===== src/rtl/conv1d_engine_if.sv =====
// Bus bundle for conv1d_engine: start/status handshake plus the kernel-read,
// signal-read and result-write SRAM ports. The engine side uses "master";
// the surrounding SRAMs/controller side uses "slave".
interface conv1d_engine_if #(
  parameter int Data_Width_In  = 8,
  parameter int Data_Width_Out = 16,
  parameter int Addr_Width     = 4,
  parameter int Para_Deg       = 2
);
  logic                                Start;
  logic                                Busy;
  logic                                Done;

  logic                                Kern_Chip_Select;
  logic                                Kern_En_Read;
  logic [Addr_Width-1:0]               Kern_Read_Addr;
  logic [Para_Deg*Data_Width_In-1:0]   Kern_Read_Data;

  logic                                In_Chip_Select;
  logic                                In_En_Read;
  logic [Addr_Width-1:0]               In_Read_Addr;
  logic [Para_Deg*Data_Width_In-1:0]   In_Read_Data;

  logic                                Out_Chip_Select;
  logic                                Out_En_Write;
  logic [Addr_Width-1:0]               Out_Write_Addr;
  logic [Para_Deg*Data_Width_Out-1:0]  Out_Write_Data;

  modport master (
    input  Start,
    output Busy, Done,
    output Kern_Chip_Select, Kern_En_Read, Kern_Read_Addr,
    input  Kern_Read_Data,
    output In_Chip_Select, In_En_Read, In_Read_Addr,
    input  In_Read_Data,
    output Out_Chip_Select, Out_En_Write, Out_Write_Addr, Out_Write_Data
  );

  modport slave (
    output Start,
    input  Busy, Done,
    input  Kern_Chip_Select, Kern_En_Read, Kern_Read_Addr,
    output Kern_Read_Data,
    input  In_Chip_Select, In_En_Read, In_Read_Addr,
    output In_Read_Data,
    input  Out_Chip_Select, Out_En_Write, Out_Write_Addr, Out_Write_Data
  );
endinterface


===== src/rtl/conv1d_engine.sv =====
// Causal 1-D convolution engine: loads Kernel_Len taps from the kernel SRAM,
// streams Num_Words signal words (Para_Deg lanes each, lane0 earliest) and
// writes one result word per input word, two cycles after its read issue.
// Optional build macro CONV1D_SATURATE_EN: overflowing result lanes clamp to
// all-ones instead of wrapping modulo 2^Data_Width_Out.
//
// state  | meaning
// IDLE   | waiting for Start, history held at zero
// LOAD_W | issuing kernel word reads 0..KW-1
// RUN    | issuing signal word reads 0..Num_Words-1
// DRAIN  | waiting for the last result write
// DONE   | one-cycle Done pulse
module conv1d_engine #(
  parameter int Data_Width_In  = 8,
  parameter int Data_Width_Out = 16,
  parameter int Addr_Width     = 4,
  parameter int Ram_Depth      = 1 << Addr_Width,
  parameter int Para_Deg       = 2,
  parameter int Kernel_Len     = 3,
  parameter int Num_Words      = 16
) (
  input logic clk,
  input logic rst,
  conv1d_engine_if.master bus
);

  localparam int DWI = Data_Width_In;
  localparam int DWO = Data_Width_Out;
  localparam int PD  = Para_Deg;
  localparam int KL  = Kernel_Len;
  localparam int KW  = (KL + PD - 1) / PD;
  // Kernel_Len=1 keeps a one-entry history that is never referenced, so the
  // window indexing stays uniform.
  localparam int HL  = (KL > 1) ? KL - 1 : 1;
  localparam int WL  = HL + PD;
  localparam int LAST_WORD = ((Num_Words > Ram_Depth) ? Ram_Depth : Num_Words) - 1;
`ifdef CONV1D_SATURATE_EN
  // Full-precision sum so overflow can be detected.
  localparam int SUM_W = 2 * DWI + $clog2(KL + 1);
  localparam int ACC_W = (SUM_W > DWO) ? SUM_W : DWO + 1;
`else
  // Wrapping result: modulo arithmetic at output width is exact.
  localparam int ACC_W = DWO;
`endif

  localparam logic [Addr_Width-1:0] LAST_K = Addr_Width'(KW - 1);
  localparam logic [Addr_Width-1:0] LAST_X = Addr_Width'(LAST_WORD);

  typedef enum logic [2:0] {IDLE, LOAD_W, RUN, DRAIN, DONE} state_t;

  state_t                  state_q;
  logic                    busy_q, done_q;
  logic                    kern_rd_q, kern_vld_q;
  logic [Addr_Width-1:0]   kern_addr_q, kern_widx_q;
  logic                    in_rd_q, in_vld_q;
  logic [Addr_Width-1:0]   in_addr_q, in_vaddr_q;
  logic                    out_wr_q;
  logic [Addr_Width-1:0]   out_addr_q;
  logic [PD*DWO-1:0]       out_data_q;
  logic [DWI-1:0]          taps_q [KL];
  logic [DWI-1:0]          hist_q [HL];

  logic [DWI-1:0]          win_d  [WL];
  logic [ACC_W-1:0]        acc_d  [PD];
  logic [PD*DWO-1:0]       res_d;

  assign bus.Busy             = busy_q;
  assign bus.Done             = done_q;
  assign bus.Kern_Chip_Select = kern_rd_q;
  assign bus.Kern_En_Read     = kern_rd_q;
  assign bus.Kern_Read_Addr   = kern_addr_q;
  assign bus.In_Chip_Select   = in_rd_q;
  assign bus.In_En_Read       = in_rd_q;
  assign bus.In_Read_Addr     = in_addr_q;
  assign bus.Out_Chip_Select  = out_wr_q;
  assign bus.Out_En_Write     = out_wr_q;
  assign bus.Out_Write_Addr   = out_addr_q;
  assign bus.Out_Write_Data   = out_data_q;

  // Sequencer: state, status flags and SRAM read issue.
  always_ff @(posedge clk) begin
    if (rst) begin
      state_q     <= IDLE;
      busy_q      <= 1'b0;
      done_q      <= 1'b0;
      kern_rd_q   <= 1'b0;
      kern_addr_q <= '0;
      in_rd_q     <= 1'b0;
      in_addr_q   <= '0;
    end else begin
      case (state_q)
        IDLE: begin
          done_q <= 1'b0;
          if (bus.Start) begin
            state_q     <= LOAD_W;
            busy_q      <= 1'b1;
            kern_rd_q   <= 1'b1;
            kern_addr_q <= '0;
          end
        end
        LOAD_W: begin
          if (kern_addr_q == LAST_K) begin
            kern_rd_q   <= 1'b0;
            kern_addr_q <= '0;
            in_rd_q     <= 1'b1;
            in_addr_q   <= '0;
            state_q     <= RUN;
          end else begin
            kern_addr_q <= kern_addr_q + 1'b1;
          end
        end
        RUN: begin
          if (in_addr_q == LAST_X) begin
            in_rd_q   <= 1'b0;
            in_addr_q <= '0;
            state_q   <= DRAIN;
          end else begin
            in_addr_q <= in_addr_q + 1'b1;
          end
        end
        DRAIN: begin
          if (out_wr_q && (out_addr_q == LAST_X)) begin
            busy_q  <= 1'b0;
            done_q  <= 1'b1;
            state_q <= DONE;
          end
        end
        DONE: begin
          done_q  <= 1'b0;
          state_q <= IDLE;
        end
        default: state_q <= IDLE;
      endcase
    end
  end

  // Kernel capture: each returned word fills the taps it covers; lanes past
  // Kernel_Len are dropped.
  always_ff @(posedge clk) begin
    if (rst) begin
      kern_vld_q  <= 1'b0;
      kern_widx_q <= '0;
      taps_q      <= '{default: '0};
    end else begin
      kern_vld_q  <= kern_rd_q;
      kern_widx_q <= kern_addr_q;
      if (kern_vld_q) begin
        for (int k = 0; k < KL; k++) begin
          if (kern_widx_q == Addr_Width'(k / PD))
            taps_q[k] <= bus.Kern_Read_Data[(k % PD)*DWI +: DWI];
        end
      end
    end
  end

  // Convolution of the sample window: win_d holds history (oldest first)
  // followed by the new lanes, so x[n-k] for lane j is win_d[HL+j-k].
  always_comb begin
    for (int m = 0; m < HL; m++) win_d[m] = hist_q[m];
    for (int j = 0; j < PD; j++) win_d[HL+j] = bus.In_Read_Data[j*DWI +: DWI];
    res_d = '0;
    for (int j = 0; j < PD; j++) begin
      acc_d[j] = '0;
      for (int k = 0; k < KL; k++)
        acc_d[j] = acc_d[j] + (ACC_W'(taps_q[k]) * ACC_W'(win_d[HL+j-k]));
`ifdef CONV1D_SATURATE_EN
      res_d[j*DWO +: DWO] = (|acc_d[j][ACC_W-1:DWO]) ? {DWO{1'b1}} : acc_d[j][DWO-1:0];
`else
      res_d[j*DWO +: DWO] = acc_d[j];
`endif
    end
  end

  // Result register, write strobe and sample history update.
  always_ff @(posedge clk) begin
    if (rst) begin
      in_vld_q   <= 1'b0;
      in_vaddr_q <= '0;
      out_wr_q   <= 1'b0;
      out_addr_q <= '0;
      out_data_q <= '0;
      hist_q     <= '{default: '0};
    end else begin
      in_vld_q   <= in_rd_q;
      in_vaddr_q <= in_addr_q;
      if (in_vld_q) begin
        out_wr_q   <= 1'b1;
        out_addr_q <= in_vaddr_q;
        out_data_q <= res_d;
      end else begin
        out_wr_q   <= 1'b0;
        out_addr_q <= '0;
        out_data_q <= '0;
      end
      if (state_q == IDLE) begin
        hist_q <= '{default: '0};
      end else if (in_vld_q) begin
        for (int m = 0; m < HL; m++) hist_q[m] <= win_d[m+PD];
      end
    end
  end

endmodule


===== src/flat_wrapper.sv =====
// flat-port wrapper written by rule: the top's interface ports become plain ports
module conv1d_engine_flat 
#(
  parameter int Data_Width_In  = 8,
  parameter int Data_Width_Out = 16,
  parameter int Addr_Width     = 4,
  parameter int Ram_Depth      = 1 << Addr_Width,
  parameter int Para_Deg       = 2,
  parameter int Kernel_Len     = 3,
  parameter int Num_Words      = 16
)
  (clk, rst, bus_Start, bus_Busy, bus_Done, bus_Kern_Chip_Select, bus_Kern_En_Read, bus_Kern_Read_Addr, bus_Kern_Read_Data, bus_In_Chip_Select, bus_In_En_Read, bus_In_Read_Addr, bus_In_Read_Data, bus_Out_Chip_Select, bus_Out_En_Write, bus_Out_Write_Addr, bus_Out_Write_Data);
  conv1d_engine_if #(.Data_Width_In(Data_Width_In), .Data_Width_Out(Data_Width_Out), .Addr_Width(Addr_Width), .Para_Deg(Para_Deg)) bus_i ();
  input logic clk;
  input logic rst;
  input wire logic [$bits(bus_i.Start)-1:0] bus_Start;
  output wire logic [$bits(bus_i.Busy)-1:0] bus_Busy;
  output wire logic [$bits(bus_i.Done)-1:0] bus_Done;
  output wire logic [$bits(bus_i.Kern_Chip_Select)-1:0] bus_Kern_Chip_Select;
  output wire logic [$bits(bus_i.Kern_En_Read)-1:0] bus_Kern_En_Read;
  output wire logic [$bits(bus_i.Kern_Read_Addr)-1:0] bus_Kern_Read_Addr;
  input wire logic [$bits(bus_i.Kern_Read_Data)-1:0] bus_Kern_Read_Data;
  output wire logic [$bits(bus_i.In_Chip_Select)-1:0] bus_In_Chip_Select;
  output wire logic [$bits(bus_i.In_En_Read)-1:0] bus_In_En_Read;
  output wire logic [$bits(bus_i.In_Read_Addr)-1:0] bus_In_Read_Addr;
  input wire logic [$bits(bus_i.In_Read_Data)-1:0] bus_In_Read_Data;
  output wire logic [$bits(bus_i.Out_Chip_Select)-1:0] bus_Out_Chip_Select;
  output wire logic [$bits(bus_i.Out_En_Write)-1:0] bus_Out_En_Write;
  output wire logic [$bits(bus_i.Out_Write_Addr)-1:0] bus_Out_Write_Addr;
  output wire logic [$bits(bus_i.Out_Write_Data)-1:0] bus_Out_Write_Data;
  assign bus_i.Start = bus_Start;
  assign bus_Busy = bus_i.Busy;
  assign bus_Done = bus_i.Done;
  assign bus_Kern_Chip_Select = bus_i.Kern_Chip_Select;
  assign bus_Kern_En_Read = bus_i.Kern_En_Read;
  assign bus_Kern_Read_Addr = bus_i.Kern_Read_Addr;
  assign bus_i.Kern_Read_Data = bus_Kern_Read_Data;
  assign bus_In_Chip_Select = bus_i.In_Chip_Select;
  assign bus_In_En_Read = bus_i.In_En_Read;
  assign bus_In_Read_Addr = bus_i.In_Read_Addr;
  assign bus_i.In_Read_Data = bus_In_Read_Data;
  assign bus_Out_Chip_Select = bus_i.Out_Chip_Select;
  assign bus_Out_En_Write = bus_i.Out_En_Write;
  assign bus_Out_Write_Addr = bus_i.Out_Write_Addr;
  assign bus_Out_Write_Data = bus_i.Out_Write_Data;
  conv1d_engine #(.Data_Width_In(Data_Width_In), .Data_Width_Out(Data_Width_Out), .Addr_Width(Addr_Width), .Ram_Depth(Ram_Depth), .Para_Deg(Para_Deg), .Kernel_Len(Kernel_Len), .Num_Words(Num_Words)) u_core (.clk(clk), .rst(rst), .bus(bus_i));
endmodule

===== config.mk =====
export PLATFORM = sky130hd
export DESIGN_NAME = conv1d_engine_flat
export DESIGN_NICKNAME = d
export VERILOG_FILES = /design/src/rtl/conv1d_engine_if.sv /design/src/rtl/conv1d_engine.sv /design/src/flat_wrapper.sv
export SDC_FILE = /design/constraint.sdc
export NUM_CORES = 1
export LEC_CHECK = 0
export CAP_MARGIN = 20
export CORE_MARGIN = 3
export CORE_UTILIZATION = 55
export CTS_CLUSTER_SIZE = 8
export DETAILED_ROUTE_END_ITERATION = 12
export PLACE_DENSITY = 0.71
export SLEW_MARGIN = 20
export SYNTH_ARGS = -nofsm -noshare
export SYNTH_HDL_FRONTEND = slang
export SYNTH_SLANG_ARGS = --single-unit
export TNS_END_PERCENT = 100

===== constraint.sdc =====
create_clock -name clk -period 15.62 [get_ports clk]
set_clock_uncertainty 0.15 [all_clocks]
set_input_delay 2.343 -clock clk [delete_from_list [all_inputs] [get_ports clk]]
set_output_delay 2.343 -clock clk [all_outputs]
set_load 0.005 [all_outputs]

# Yosys cells after proc, flatten, opt, wreduce, memory -nomap -nowiden
# Cells that the tools add are included.
# classes
n_addsub,6
n_mul,6
n_eq_ne,12
muxes,22
bitwise_logic,1
reduce_logical,19
# ops
op,n
8-bit by 8-bit multiplier with 16-bit output,6
16-bit adder,4
4-bit 2-to-1 mux,4
4-bit one-hot mux with 2 select lines,2
3-bit 2-to-1 mux,4
3-bit one-hot mux with 4 select lines,1
2-bit AND reduction,5
3-bit AND reduction,3
4-bit by 1-bit adder with 4-bit output (second input constant),2
4-bit by 1-bit equality test with 1-bit output (second input constant),2
4-bit equality test (second input constant),2
1-bit one-hot mux with 2 select lines,4
2-bit nonzero test,4
1-bit 2-to-1 mux,7
3-bit by 2-bit equality test with 1-bit output (second input constant),2
2-bit by 1-bit inequality test with 1-bit output (second input constant),3
2-bit OR reduction,3
4-bit zero test,1
4-bit AND reduction,1
3-bit by 1-bit equality test with 1-bit output (second input constant),1
3-bit equality test (second input constant),1
3-bit zero test,1
2-bit inequality test (second input constant),1
1-bit logical AND,1
1-bit NOT,1
# totals
register_bits,102
input_bits,35
out_inout_bits,52
wordCells,85

# Depth between registers and ports, before layout
# Gate-level depths: netlist of run 1.
# logic_depth
ltp_word,4
depth_mapped,23
depth_no_buf,22

# Worst setup path after synthesis of run 1
# No wires, ideal clock.
# synth_timing
path_type,input to register
from,in bus_In_Read_Data[11]
to,reg u_core.out_data_q[29] (netlist: u_core.bus.Out_Write_Data[29])
setup_time_ns,0.128
arrival_ns,7.637
t_required_ns,15.342
slack_ns,7.705
stages,21
path_buffers,1
path_cell_list,clkbuf_1 -> nand2_1 -> fa_1 -> inv_1 -> fa_1 -> inv_1 -> fa_1 -> fa_1 -> inv_1 -> fa_1 -> fa_1 -> inv_1 -> fa_1 -> inv_1 -> ha_1 -> a21o_1 -> a21oi_1 -> nand3_1 -> a221oi_1 -> xor2_1 -> nor2_1
# synth_via
elab_chain_cells,3
# synth_lines
element,line_no,source
start: declaration,flat_wrapper.sv:26,input wire logic [$bits(bus_i.In_Read_Data)-1:0] bus_In_Read_Data;
8-bit by 8-bit multiplier with 16-bit output,conv1d_engine.sv:165,acc_d[j] = acc_d[j] + (ACC_W'(taps_q[k]) * ACC_W'(win_d[HL+j-k]));
16-bit adder (2 in series),conv1d_engine.sv:165,
end signal: assignment,conv1d_engine.sv:189,out_data_q <= res_d;
end: declaration,conv1d_engine.sv:59,logic [PD*DWO-1:0] out_data_q;
# No other way between the ends.
# A chain may end at the register's enable or synchronous reset.

# Final worst setup path of run 1
# layout_timing
from,in bus_In_Read_Data[2]
to,reg u_core.out_data_q[29] (netlist: u_core.bus.Out_Write_Data[29])
# The elaborated chain is that of the path after synthesis.

==> results.toml, run 1 <==
[clocking]
cts_made_buffers = 9
root_buffer = "clkbuf_16"
cts_tree = "done"
cts_max_path_buffers = 2
post-cts-setup-buffers = 0
htree_levels = 3
cts.sinks = 102
postCtsHoldBufs = 0
post_cts_resized = 0
clock_latency_ns = 0.38
clk_pin_slew_ns = 0.08

[global_route]
met3_usage_pct = 4.037
grt_pass1_wl_um = 65160
grt_antenna_before_repair = 1
grt_pass1_vias = 12690
grt.busiest_layer = "met2"
met2_usage_pct = 41.06
grt_remaining_overflow = 0
grt_util_met1_pct = 34.86
grt_max_degree = 52
grt_use_total_pct = 25.01

[routing]
avgViaCountPerCell = 5.193
first_pass_iters = 5
antenna_left = 0
wl_per_cell_um = 16.90
routed_wl_um = 38460
drt_iter0_markers = 659
vias = 11820
drc = 0

[finish]
area_growth_pct = 8.634
seqCellArea_um2 = 2042
final_net_count = 2416
drive_gt1_share_pct = 1.910
n_fill_cell = 2563
final_common_cell = "inv_1"
multi_input_area_um2 = 12700
n_antenna_cell = 0
final_cell_mix = "457 x inv_1, 316 x fa_1, 270 x and2_1"
utilization_pct = 60.97

[worst_setup_path]
crit_arrival_ns = 8.73
critPathMostFrequentCell = "fa_1"
crit_type = "in -> reg"
cpPeakStageDelay_ns = 0.85
cp-end-kind = "register"
start_kind = "input pin"
cp_slowest_cell = "clkdlybuf4s50_1"
crit_chain = "clkdlybuf4s50_1 -> and2_1 -> fa_1 -> inv_1 -> fa_1 -> inv_1 -> fa_1 -> fa_1 -> fa_1 -> fa_1 -> inv_1 -> fa_1 -> inv_1 -> ha_1 -> a21o_1 -> a21oi_1 -> nand3_1 -> a221oi_1 -> xor2_1 -> nor2_1"
worstPathMaxFanout = 17
r2r_slack_ns = 8.93
critical_path_required_ns = 15.71

[pwr]
leakage_nw = 9.187
peakVddDrop_v = 0.00006446
power.density_nw_per_um2 = 57.52

[die]
die-area_um2 = 32540
initial_core_util_pct = 56.13
die_width_um = 180.4
ioPinCount = 87
core_um2 = 29800
die-height_um = 180.4
placementRows = 63

[sta]
fin_crit_ns = 8.641
drv_slew = 0
relSlewSlack_pct = 28.50
setup_viol_count_final = 0
hold_viol = 0
tns_ns = 0
post-route-period-util_pct = 55.32
fmax_ghz = 0.1157
rsz0062_at_grt = "false"
worstMarginPinSlew_ns = 1.064

[synthesis]
yosysSeqAreaShare_pct = 12.21
synthCells = 1844
synth_edf_count = 0
synth_nets = 2380
netlist_area_um2 = 16720
synth_seq_cells = 102
synth.distinct_cells = 53
ys_warn_count = 0
synthArstFlopShare_pct = 0
synthFlopType = "dfxtp_1"
avgSynthCellArea_um2 = 9.069

[min_path]
hp-class = "reg -> reg"

[place]
dp.final_hpwl_um = 29460
gp_congestion = 0.8470
port_buffers = 86

[outcome]
status = "completed"

[run]
drv_cap = 0
flip-flops by register name, indices dropped and copies added, names as in the netlist, 3 cells and up:
name and flops:
u_core.bus.Out_Write_Data 32, u_core.hist_q 16, u_core.bus.In_Read_Addr 4, u_core.in_vaddr_q 4, u_core.bus.Out_Write_Addr 4, u_core.kern_widx_q 4, u_core.state_q 3, u_core.taps_q 24
u_core.bus.Kern_Read_Addr 4
cell usage after synthesis, types with 2 or more instances:
| library cell | instances | area share (%) |
|---|---|---|
| a211oi_1 | 2 | 0.090 |
| a21o_1 | 2 | 0.090 |
| a21oi_1 | 42 | 1.3 |
| a31oi_1 | 4 | 0.15 |
| and2_1 | 270 | 10 |
| buf_1 | 2 | 0.045 |
| buf_2 | 2 | 0.060 |
| buf_4 | 4 | 0.18 |
| clkbuf_1 | 61 | 1.4 |
| dfxtp_1 | 102 | 12 |
| fa_1 | 316 | 38 |
| ha_1 | 185 | 14 |
| inv_1 | 457 | 10 |
| mux2i_1 | 25 | 1.5 |
| nand2_1 | 170 | 3.8 |
| nand2b_1 | 9 | 0.34 |
| nand3_1 | 11 | 0.33 |
| nor2_1 | 70 | 1.6 |
| nor2b_1 | 18 | 0.67 |
| nor3_1 | 9 | 0.27 |
| o21a_1 | 3 | 0.13 |
| o21ai_0 | 15 | 0.45 |
| or3_1 | 5 | 0.19 |
| xnor2_1 | 22 | 1.2 |
| xor2_1 | 10 | 0.52 |
routing by layer:
layer | routed length, um | share of wire (%)
met3 | 2490 | 6.5
met1 | 16670 | 43
met2 | 18260 | 47
met5 | 11 | 0.029
met4 | 1025 | 2.7
area by class of cell:
cell class	count	area share [%]
clock buffer	10	1.260
inverter	458	9.463
clock inverter	6	0.4201
tap	390	2.686
timing repair buffer	94	5.041
sequential	102	11.24
multi-input combinational	1215	69.89
critical path: cells and delay by family:
kind | cells | cell delay (ns)
fa+ha+maj | 8 | 3.78
xor+xnor | 1 | 0.17
simple gates | 3 | 0.62
buf+inv | 5 | 1.05
compound gates | 3 | 0.77
report_power, final:
| group | switching, mW | total, mW | internal (mW) |
|---|---|---|---|
| Clock | 0.124 | 0.251 | 0.128 |
| Sequential | 0.0461 | 0.322 | 0.276 |
| Combinational | 0.271 | 0.472 | 0.201 |
| Total | 0.440 | 1.04 | 0.605 |
per-stage QoR:
| stage | worst slack [ns] | cells | power [mW] | cell area (um2) | hold slack (ns) |
|---|---|---|---|---|---|
| final | 6.979 | 2275 | 1.045 | 18170 | 0.2795 |
| after global routing | 6.609 | 2275 | 1.140 | 18170 | 0.2976 |
| after CTS | 7.000 | 2275 | 1.051 | 18160 | 0.2822 |
| after detailed placement | 6.640 | 2259 | 0.7983 | 17860 | 0.2670 |
| after floorplan | 7.705 | 1844 | 0.6635 | 16720 | 0.2557 |
| after global placement | 6.738 | 2259 | 0.7855 | 17860 | 0.2576 |
final timing paths:
kind | start | endpoint | cells past startpoint
min | u_core.in_vaddr_q[1] | u_core.bus.Out_Write_Addr[1] | 1
min reg2reg | u_core.in_vaddr_q[1] | u_core.bus.Out_Write_Addr[1] | 1
max reg2reg | u_core.taps_q[19] | u_core.bus.Out_Write_Data[29] | 20
max | bus_In_Read_Data[2] | u_core.bus.Out_Write_Data[29] | 20
cells by family after synthesis:
logic type / after synthesis / share of synthesized area (%)
buf+inv: 527 / 11.93
fa+ha+maj: 501 / 51.67
simple gates: 576 / 18.05
xor+xnor: 32 / 1.676
mux: 25 / 1.496
flops: 102 / 12.21
compound gates: 81 / 2.963
No activity file was read; power rests on OpenSTA's default activity.
==> run 2, diff against run 1 <==
Clock period 15.62 ns to 8.1 ns, I/O delays scaled along.
==> run 2 against run 1 <==
Effect of this change: sequential share of layout area is 0.065 points lower; via count is 0.75% higher; setup slack worse by 6.4 ns; critical path depth is 1 higher; highest routed layer is now met4; die area stayed put; final cell count is 0.66% higher; largest power group unchanged; clock power is 88% higher; register-to-register slack worse by 7.6 ns; cell area is 0.59% higher; sequential power is 94% higher; critical path type unchanged; critical endpoint is now u_core.bus.Out_Write_Data[15].
==> results.toml, run 2 (synthesis gave the netlist of run 1 again) <==
[outcome]
status = "completed"

[global_route]
grt_remaining_overflow = 0
grt_max_degree = 52
grt_antenna_before_repair = 0
grt_pass1_vias = 12500
grt_use_total_pct = 25.58
grt_pass1_wl_um = 65700

[finish]
final_cell_mix = "457 x inv_1, 316 x fa_1, 270 x and2_1"
n_fill_cell = 2580
final_net_count = 2431
design_area_um2 = 18270
largest_register_ffs = 32
area_growth_pct = 9.270
n_antenna_cell = 0
utilization_pct = 61.33
drive_gt1_share_pct = 2.737
final_common_cell = "inv_1"

[sta]
fmax_ghz = 0.1337
rsz0062_at_grt = "false"
hold_viol = 0
worstMarginPinSlew_ns = 1.105
drv_slew = 0
post-route-period-util_pct = 92.32
tns_ns = 0
hold_slack_ns = 0.2817
relSlewSlack_pct = 25.76
setup_viol_count_final = 0
fin_crit_ns = 7.478

[worst_setup_path]
cp_slowest_cell = "clkdlybuf4s50_1"
crit_type = "in -> reg"
rr_startpoint = "u_core.taps_q[18]"
crit_chain = "clkdlybuf4s50_1 -> nand2_1 -> fa_1 -> inv_1 -> fa_1 -> inv_1 -> fa_1 -> fa_1 -> inv_1 -> fa_1 -> fa_1 -> inv_1 -> fa_1 -> inv_1 -> ha_1 -> a21oi_1 -> nor2b_1 -> nor3_1 -> a211oi_1 -> xnor2_1 -> nor2_1"
crit_arrival_ns = 7.59
critPathMostFrequentCell = "fa_1"
worstReg2RegEnd = "u_core.bus.Out_Write_Data[31]"
critical_path_required_ns = 8.21
cpPeakStageDelay_ns = 0.99
r2r.worst_path.cells = 18
cp-end-kind = "register"
start_kind = "input pin"
r2r_slack_ns = 1.31
worstPathMaxFanout = 17

[min_path]
hp-class = "reg -> reg"
holdPathStages = 1
hp-start = "u_core.in_vaddr_q[3]"
whs_endpoint = "u_core.bus.Out_Write_Addr[3]"

[clocking]
post-cts-setup-buffers = 0
post_cts_resized = 0
cts_made_buffers = 9
clk_pin_slew_ns = 0.08
postCtsHoldBufs = 0
cts_tree = "done"
cts_max_path_buffers = 2
htree_levels = 3
cts.sinks = 102
root_buffer = "clkbuf_16"
clock_latency_ns = 0.39

[run]
drv_cap = 0

[routing]
drc = 0
drt_iter0_markers = 708
routed_wl_um = 39460
avgViaCountPerCell = 5.198
wl_per_cell_um = 17.23
antenna_left = 0
first_pass_iters = 5
vias = 11900

[die]
initial_core_util_pct = 56.13
die-height_um = 180.4
die_width_um = 180.4
ioPinCount = 87
core_um2 = 29800
placementRows = 63
die-area_um2 = 32540

[pwr]
peakVddDrop_v = 0.0001076
leakage_nw = 9.263
power.density_nw_per_um2 = 110.5

[place]
dp.final_hpwl_um = 30930
port_buffers = 86
gp_congestion = 0.8684
place_area_um2 = 17970
run 2: worst max-delay path by stage:
stage	depth (start not counted)	startpoint	slack, ns	end
finish	21	bus_In_Read_Data[3]	0.62	u_core.bus.Out_Write_Data[15]
floorplan	21	bus_In_Read_Data[11]	1.31	u_core.bus.Out_Write_Data[29]
global route	20	bus_In_Read_Data[3]	0.19	u_core.bus.Out_Write_Data[29]
CTS	21	bus_In_Read_Data[3]	0.66	u_core.bus.Out_Write_Data[15]
detailed placement	21	bus_In_Read_Data[3]	0.25	u_core.bus.Out_Write_Data[15]
global placement	20	bus_In_Read_Data[3]	0.36	u_core.bus.Out_Write_Data[29]
run 2: report_power, final:
| group | leakage [nW] | internal [mW] | switching [mW] |
|---|---|---|---|
| combinational | 8.29 | 0.392 | 0.527 |
| clock | 0.149 | 0.227 | 0.246 |
| sequential | 0.824 | 0.532 | 0.0940 |
run 2: metal layers:
| layer | up-vias | GRT usage (%) | part of all wire (%) |
|---|---|---|---|
| met2 | 352 | 42.57 | 48 |
| met3 | 67 | 3.512 | 5.8 |
| li1 | 5492 | - | - |
| met4 | 0 | 7.860 | 3.0 |
| met1 | 5993 | 35.06 | 43 |
| met5 | - | 0 | 0 |
run 2: cell type report:
cell class / count / area (um2) / area share, %
well taps: 390 / 488.0 / 2.670
multi-input cells: 1215 / 12700 / 69.48
flip-flops and latches: 102 / 2042 / 11.17
repair buffers: 109 / 1028 / 5.628
clock buffers: 10 / 239.0 / 1.308
inverters: 458 / 1719 / 9.408
clock inverters: 6 / 60.06 / 0.3287
run 2: per-stage QoR:
stage	setup WS (ns)	power, mW	instances
floorplan	1.313	1.279	1844
global placement	0.3619	1.526	2274
detailed placement	0.2544	1.554	2274
CTS	0.6593	2.032	2290
global route	0.1902	2.203	2290
finish	0.6221	2.019	2290
run 2: critical path, delay by kind of cell:
family | cells | cell delay, ns
buf+inv | 6 | 1.24
fa+ha+maj | 8 | 3.83
simple gates | 4 | 0.74
xor+xnor | 1 | 0.15
compound gates | 2 | 0.40
==> run 3, diff against run 2 <==
Settings changed: CORE_ASPECT_RATIO set to 1.75.
==> run 3 against run 2 <==
Effect of this change: die area up 0.25%; cell area decreased by 0.22%; via count down 0.12%.
==> results.toml, run 3 (synthesis gave the netlist of run 1 again) <==
[worst_setup_path]
worstPathMaxFanout = 14
critPathMostFrequentCell = "fa_1"
critPathTopFamily = "adder cells"
rr_startpoint = "u_core.taps_q[18]"
cp_slowest_cell = "clkdlybuf4s50_1"
start_kind = "input pin"
crit_start = "bus_In_Read_Data[3]"
critical_path_required_ns = 8.23
cp-end-kind = "register"
r2r_slack_ns = 1.46
crit_type = "in -> reg"
crit_chain = "clkdlybuf4s50_1 -> nand2_1 -> fa_1 -> inv_1 -> fa_1 -> inv_1 -> fa_1 -> fa_1 -> inv_1 -> fa_1 -> fa_1 -> inv_1 -> fa_1 -> inv_1 -> ha_1 -> a21oi_1 -> nor2b_1 -> nor3_1 -> a211oi_1 -> xnor2_1 -> nor2_1"
path_buf_inv = 6
crit_arrival_ns = 7.47
cpPeakStageDelay_ns = 0.90

[die]
ioPinCount = 87
die-height_um = 236.7
core_um2 = 29700
placementRows = 83
initial_core_util_pct = 56.31
die_width_um = 137.8
die-area_um2 = 32620

[place]
dp_cells = 2259
dp.final_hpwl_um = 30680
port_buffers = 86
gp_congestion = 0.8703

[sta]
fin_crit_ns = 7.337
worstMarginPinSlew_ns = 0.9411
setup_viol_count_final = 0
post-route-period-util_pct = 90.59
rsz0062_at_grt = "false"
fmax_ghz = 0.1363
hold_viol = 0
drv_slew = 0
hold_slack_ns = 0.2808
tns_ns = 0
relSlewSlack_pct = 37.18

[clocking]
cts_tree = "done"
cts_made_buffers = 9
cts.sinks = 102
post-cts-setup-buffers = 0
postCtsHoldBufs = 0
root_buffer = "clkbuf_16"
cts_max_path_buffers = 2
clk_pin_slew_ns = 0.09
htree_levels = 3
clock_latency_ns = 0.39
post_cts_resized = 0

[routing]
antenna_left = 0
first_pass_iters = 6
drt_iter0_markers = 539
routed_wl_um = 38210
drc = 0
vias = 11890
wl_per_cell_um = 16.79
avgViaCountPerCell = 5.226

[pwr]
peakVddDrop_v = 0.0001630
leakage_nw = 9.234
power.density_nw_per_um2 = 110.9

[global_route]
grt_pass1_wl_um = 63920
grt_use_total_pct = 25.38
grt_max_degree = 52
grt_antenna_before_repair = 0
grt.busiest_layer = "met2"
met2_usage_pct = 46.52
met3_usage_pct = 3.593
grt_remaining_overflow = 0
grt_pass1_vias = 13000
grt_util_met1_pct = 27.88

[finish]
largest_register_ffs = 32
final_cell_mix = "457 x inv_1, 316 x fa_1, 270 x and2_1"
n_fill_cell = 2675
area_growth_pct = 9.030
final_net_count = 2424
n_antenna_cell = 0
final_common_cell = "inv_1"
drive_gt1_share_pct = 2.324
fin_cells = 2275
utilization_pct = 61.39

[min_path]
hp-start = "u_core.in_vaddr_q[0]"
hp-class = "reg -> reg"

[run]
drv_cap = 0

[outcome]
status = "completed"
-- run 3: area by class of cell --
cell class	instances	area [um2]	share of cell area, %
Clock buffer	9	225.2	1.235
Clock inverter	7	107.6	0.5901
Inverter	458	1719	9.428
Multi-Input combinational cell	1215	12690	69.57
Sequential cell	102	2042	11.20
Tap cell	382	478.0	2.621
Timing Repair Buffer	102	975.9	5.352
-- run 3: power breakdown --
part | total [mW] | leakage (nW) | switching [mW] | internal, mW
Clock | 0.495 | 0.160 | 0.266 | 0.230
Sequential | 0.621 | 0.824 | 0.0896 | 0.532
Combinational | 0.905 | 8.25 | 0.512 | 0.393
-- run 3: worst paths after layout --
path | cells after the start | end
hold reg to reg | 1 | u_core.bus.Out_Write_Addr[0]
setup reg to reg | 20 | u_core.bus.Out_Write_Data[29]
hold / removal | 1 | u_core.bus.Out_Write_Addr[0]
setup / recovery | 21 | u_core.bus.Out_Write_Data[15]
-- run 3: metal layers --
| layer | wire length (um) | share of wire, % |
|---|---|---|
| met4 | 2334 | 6.1 |
| met2 | 20870 | 55 |
| met1 | 13450 | 35 |
| met3 | 1554 | 4.1 |
| met5 | 0 | 0 |
-- run 3: stage by stage --
step,worst slack (ns),cell area (um2),total power [mW]
2_1_floorplan,1.313,16720,1.279
3_3_place_gp,0.4985,17900,1.512
3_5_place_dp,0.3918,17900,1.541
4_1_cts,0.8062,18230,2.047
5_1_grt,0.4655,18230,2.205
6_report,0.7626,18230,2.022
